==> src/rtl/divider_ctrl.sv <==
// divider_ctrl: IDLE/LOAD/RUN/DONE sequencer for a restoring divider, one quotient bit per RUN cycle.
// Define DIV_ZERO_CHECK_EN to enable the zero-divisor fast path and the div_by_zero flag.
module divider_ctrl #(
    parameter int nBit  = 16,
    parameter int CNT_W = 5
) (
    input  logic clk,
    input  logic clr,
    input  logic start,
    input  logic trial_neg,
    input  logic divisor_zero,
    output logic ld_op,
    output logic a_clr,
    output logic a_shl,
    output logic a_ld,
    output logic q_shl,
    output logic q_bit,
    output logic busy,
    output logic done,
    output logic div_by_zero
);

    localparam logic [1:0] S_IDLE = 2'd0;
    localparam logic [1:0] S_LOAD = 2'd1;
    localparam logic [1:0] S_RUN  = 2'd2;
    localparam logic [1:0] S_DONE = 2'd3;

    localparam logic [CNT_W-1:0] CNT_LAST = CNT_W'(nBit - 1);
    localparam logic [CNT_W-1:0] CNT_ONE  = CNT_W'(1);
    localparam logic [CNT_W-1:0] CNT_ZERO = CNT_W'(0);

    logic [1:0]       state_r;
    logic [1:0]       state_nxt_s;
    logic [CNT_W-1:0] cnt_r;
    logic             dbz_r;
    logic             dbz_hit_s;

`ifdef DIV_ZERO_CHECK_EN
    assign dbz_hit_s = (state_r == S_LOAD) && divisor_zero;
`else
    logic unused_divisor_zero_s;
    assign unused_divisor_zero_s = divisor_zero;
    assign dbz_hit_s = 1'b0;
`endif

    // Next-state selection; a zero divisor in LOAD bypasses the iterations
    always_comb begin
        state_nxt_s = state_r;
        case (state_r)
            S_IDLE: begin
                if (start) state_nxt_s = S_LOAD;
                else       state_nxt_s = S_IDLE;
            end
            S_LOAD: begin
                if (dbz_hit_s) state_nxt_s = S_DONE;
                else           state_nxt_s = S_RUN;
            end
            S_RUN: begin
                if (cnt_r == CNT_LAST) state_nxt_s = S_DONE;
                else                   state_nxt_s = S_RUN;
            end
            S_DONE:  state_nxt_s = S_IDLE;
            default: state_nxt_s = S_IDLE;
        endcase
    end

    // State, iteration counter and the sticky zero-divisor flag
    always_ff @(posedge clk or negedge clr) begin
        if (!clr) begin
            state_r <= S_IDLE;
            cnt_r   <= CNT_ZERO;
            dbz_r   <= 1'b0;
        end else begin
            state_r <= state_nxt_s;
            if (state_r == S_LOAD)     cnt_r <= CNT_ZERO;
            else if (state_r == S_RUN) cnt_r <= cnt_r + CNT_ONE;
            else                       cnt_r <= cnt_r;
            // flag survives DONE and IDLE; only an accepted start clears it
            if ((state_r == S_IDLE) && start) dbz_r <= 1'b0;
            else if (dbz_hit_s)               dbz_r <= 1'b1;
            else                              dbz_r <= dbz_r;
        end
    end

    // Strobe decode; the A-path choice and quotient bit follow trial_neg directly
    always_comb begin
        ld_op = 1'b0;
        a_clr = 1'b0;
        a_shl = 1'b0;
        a_ld  = 1'b0;
        q_shl = 1'b0;
        q_bit = 1'b0;
        busy  = 1'b0;
        done  = 1'b0;
        case (state_r)
            S_IDLE: begin
                busy = 1'b0;
            end
            S_LOAD: begin
                ld_op = 1'b1;
                a_clr = 1'b1;
                busy  = 1'b1;
            end
            S_RUN: begin
                busy  = 1'b1;
                q_shl = 1'b1;
                if (trial_neg) begin
                    a_shl = 1'b1;
                end else begin
                    a_ld  = 1'b1;
                    q_bit = 1'b1;
                end
            end
            S_DONE: begin
                done = 1'b1;
            end
            default: begin
                busy = 1'b0;
            end
        endcase
    end

    assign div_by_zero = dbz_r;

endmodule

==> config.mk <==
export PLATFORM = sky130hd
export DESIGN_NAME = divider_ctrl
export DESIGN_NICKNAME = d
export VERILOG_FILES = /design/src/rtl/divider_ctrl.sv
export SDC_FILE = /design/constraint.sdc
export NUM_CORES = 1
export LEC_CHECK = 0
export CAP_MARGIN = 5
export CORE_AREA = 5 5 42 44
export DETAILED_ROUTE_END_ITERATION = 16
export DIE_AREA = 0 0 47 49
export GPL_TIMING_DRIVEN = 0
export SETUP_SLACK_MARGIN = 0.5
export SYNTH_ARGS = -nofsm -noshare
export SYNTH_HDL_FRONTEND = slang
export SYNTH_SLANG_ARGS = --single-unit
==> constraint.sdc <==
create_clock -name clk -period 2.5 [get_ports clk]
set_clock_uncertainty 0.15 [all_clocks]
set_input_delay 0.5 -clock clk [delete_from_list [all_inputs] [get_ports clk]]
set_output_delay 0.5 -clock clk [all_outputs]
set_load 0.01 [all_outputs]
==> results.yml <==
status:
  status: "finished, final reports clean"
setup_path:
  start_kind: "flip-flop"
  end_kind: "output port"
  required_ns: 1.85
  crit_slowest_cell: "dfrtp_1"
  crit_buf_inv: 2
  setup.worst_path.class: "flip-flop to output port"
  path_delay_family: "flip-flops"
  slowest_delay_ns: 0.38
  cp.arrival_ns: 1.30
  path_max_fanout: 3
  path_cells: "inv_2 > ha_1 > dlygate4sd2_1"
global_routing:
  grt_max_degree: 10
  grtUsageTotal: 0.08274
  grt_pass1_vias: 304
  grt_pass1_wl_mm: 1.262
  antenna_found_initial: 0
  grt.overflow.total: 0
floorplanning:
  initial_core_util: 0.3161
  die-area_um2: 2303
  core-area_um2: 1401
  die_h_um: 49
  die_w_um: 47
  row_count: 14
  ios: 14
sta:
  rsz0062_at_grt: "true"
  fin_crit_sh: 0.7797
  post-route-min-period_ns: 1.949
  finalSetupViolations: 0
  hold_ws_ns: 0.3643
  setup-tns-final_ns: 0
  setup_ws_ns: 0.5508
  slew_viol_final: 0
  max_freq_ghz: 0.5130
  finalHoldViolCount: 0
clock_tree:
  clockBufferDepth: 2
  h-tree-depth: 1
  cts_tree: "built"
  insertion_delay_ns: 0.25
  clk_pin_slew_ns: 0.05
  cts-hold-fix-buffers: 0
  cts.sink_count: 7
  cts_root_buffer: "clkbuf_4"
  cts-buffers-inserted: 3
cells_and_area:
  drive_gt1_frac: 0.3492
  stdcell_count: 79
  nets: 75
  final_util: 0.4500
  area_growth_pct: 42.37
  n_fill_cell: 146
  antenna_cells: 0
logic_synthesis:
  synth.net_count: 55
  yosysWarnings: 0
  synth_cell_types: 20
  syn-cell-area_um2: 442.9
  synthCells: 44
  ys_seq_elements: 7
  avgSynthCellArea_um2: 10.07
  yosysSeqAreaShare: 0.3955
drt:
  wl_um: 840
  num_vias: 337
  initialDrtViolationCount: 5
  antenna_left: 0
  drc_errors: 0
  viasPerCell: 4.266
  drtPass1Iterations: 2
  wl_per_cell_um: 10.63
run:
  drv_cap: 0
placement:
  hpwl_um: 584.3
  io_buffer_count: 11
  dp.cells: 71
  pre_cts_slack_ns: 0.1387
  gp_congestion: 0.6725
pwr:
  irDropWorstVdd_uv: 487.9
  p_per_area_nw_per_um2: 1245
  leakage_nw: 0.3441
hold_path:
  hold_class: "input port to async pin"
==> cells in the mapped netlist <==
| cell | count | share of area |
|---|---|---|
| mux2_2 | 1 | 0.025 |
| buf_4 | 3 | 0.051 |
| buf_6 | 1 | 0.025 |
| inv_1 | 6 | 0.051 |
| nand3_1 | 1 | 0.011 |
| mux2_4 | 1 | 0.034 |
| nor2_1 | 2 | 0.017 |
| dfrtp_1 | 7 | 0.40 |
| o22ai_2 | 1 | 0.028 |
| conb_1 | 1 | 0.0085 |
| nand3b_1 | 1 | 0.017 |
| nor2b_1 | 2 | 0.028 |
| and3_1 | 1 | 0.014 |
| nand2_2 | 1 | 0.014 |
| o21ai_0 | 3 | 0.034 |
| o22ai_1 | 1 | 0.014 |
| ha_1 | 6 | 0.17 |
| and2_1 | 1 | 0.014 |
| mux2i_1 | 1 | 0.023 |
| nand2_1 | 3 | 0.025 |
==> timing repair <==
action | in CTS | in global routing
endpoints found under the hold margin | 0 | 0
buffers inserted | 3 | 1
cloned | 0 | 0
setup endpoints to repair | 7 | 6
pin swaps | 1 | 0
gates resized for setup | 14 | 6
==> report_power, final <==
part           internal [mW]  switching [mW]
sequential             0.168          0.0382
clock                 0.0609          0.0419
combinational          0.257           0.219
==> layout by cell type, fill, tap and decap left out, types with 2 or more instances in the layout <==
cell,instances
inv_1,5
clkbuf_2,3
nand2_1,3
clkbuf_4,3
ha_1,4
nor2_1,2
dfrtp_1,7
clkdlybuf4s50_1,3
o21ai_0,3
buf_4,7
dlygate4sd2_1,3
==> cell type report <==
cell class | count | area (µm²) | share of cell area
buffer | 4 | 33.78 | 0.05357
clock buffer | 4 | 26.28 | 0.04167
inverter | 6 | 22.52 | 0.03571
multi-input combinational | 27 | 229.0 | 0.3631
sequential | 7 | 175.2 | 0.2778
tap | 16 | 20.02 | 0.03175
timing repair buffer | 15 | 123.9 | 0.1964
==> routing by layer <==
layer	track usage	wire length, µm
met1	0.09131	356
met2	0.1086	394
met3	0.03690	78
met4	0.08295	10
met5	0	0
==> cells by family (layout without fill, tap and decap cells) <==
family | after synthesis | in the layout | share of synthesized area
AND/OR/NAND/NOR | 12 | 12 | 0.1413
buffers and inverters | 10 | 29 | 0.1271
flip-flops | 7 | 7 | 0.3955
adder cells (fa/ha/maj) | 6 | 6 | 0.1695
AO/OA/AOI/OAI | 5 | 5 | 0.07627
multiplexers | 3 | 3 | 0.08191
other | 1 | 1 | 0.008466
==> flip-flops by register name (all words and copies together), names as in the netlist <==
name     cells
cnt_r        5
state_r      2
==> per-stage QoR <==
step / area [µm²] / power, mW
4_1_cts: 633.1 / 0.7943
3_3_place_gp: 573.1 / 0.6696
3_5_place_dp: 573.1 / 0.6758
2_1_floorplan: 442.9 / 0.5195
5_1_grt: 630.6 / 0.8569
6_report: 630.6 / 0.7849
==> path summary, 6_finish.rpt <==
kind                       depth (start not counted)                   end                 start  slack, ns
setup / recovery                                   3                  busy  state_r[1]$_DFF_PN0_       0.55
hold / removal                                     1  cnt_r[3]$_DFFE_PN0P_                   clr       0.36
setup reg to reg                                   6  cnt_r[3]$_DFFE_PN0P_  state_r[1]$_DFF_PN0_       0.93
hold reg to reg                                    2  cnt_r[4]$_DFFE_PN0P_  cnt_r[4]$_DFFE_PN0P_       0.40
max in group asynchronous                          1  cnt_r[2]$_DFFE_PN0P_                   clr       1.59
min in group clk                                   2  cnt_r[4]$_DFFE_PN0P_  cnt_r[4]$_DFFE_PN0P_       0.40
(Power assumes the default switching activity.)
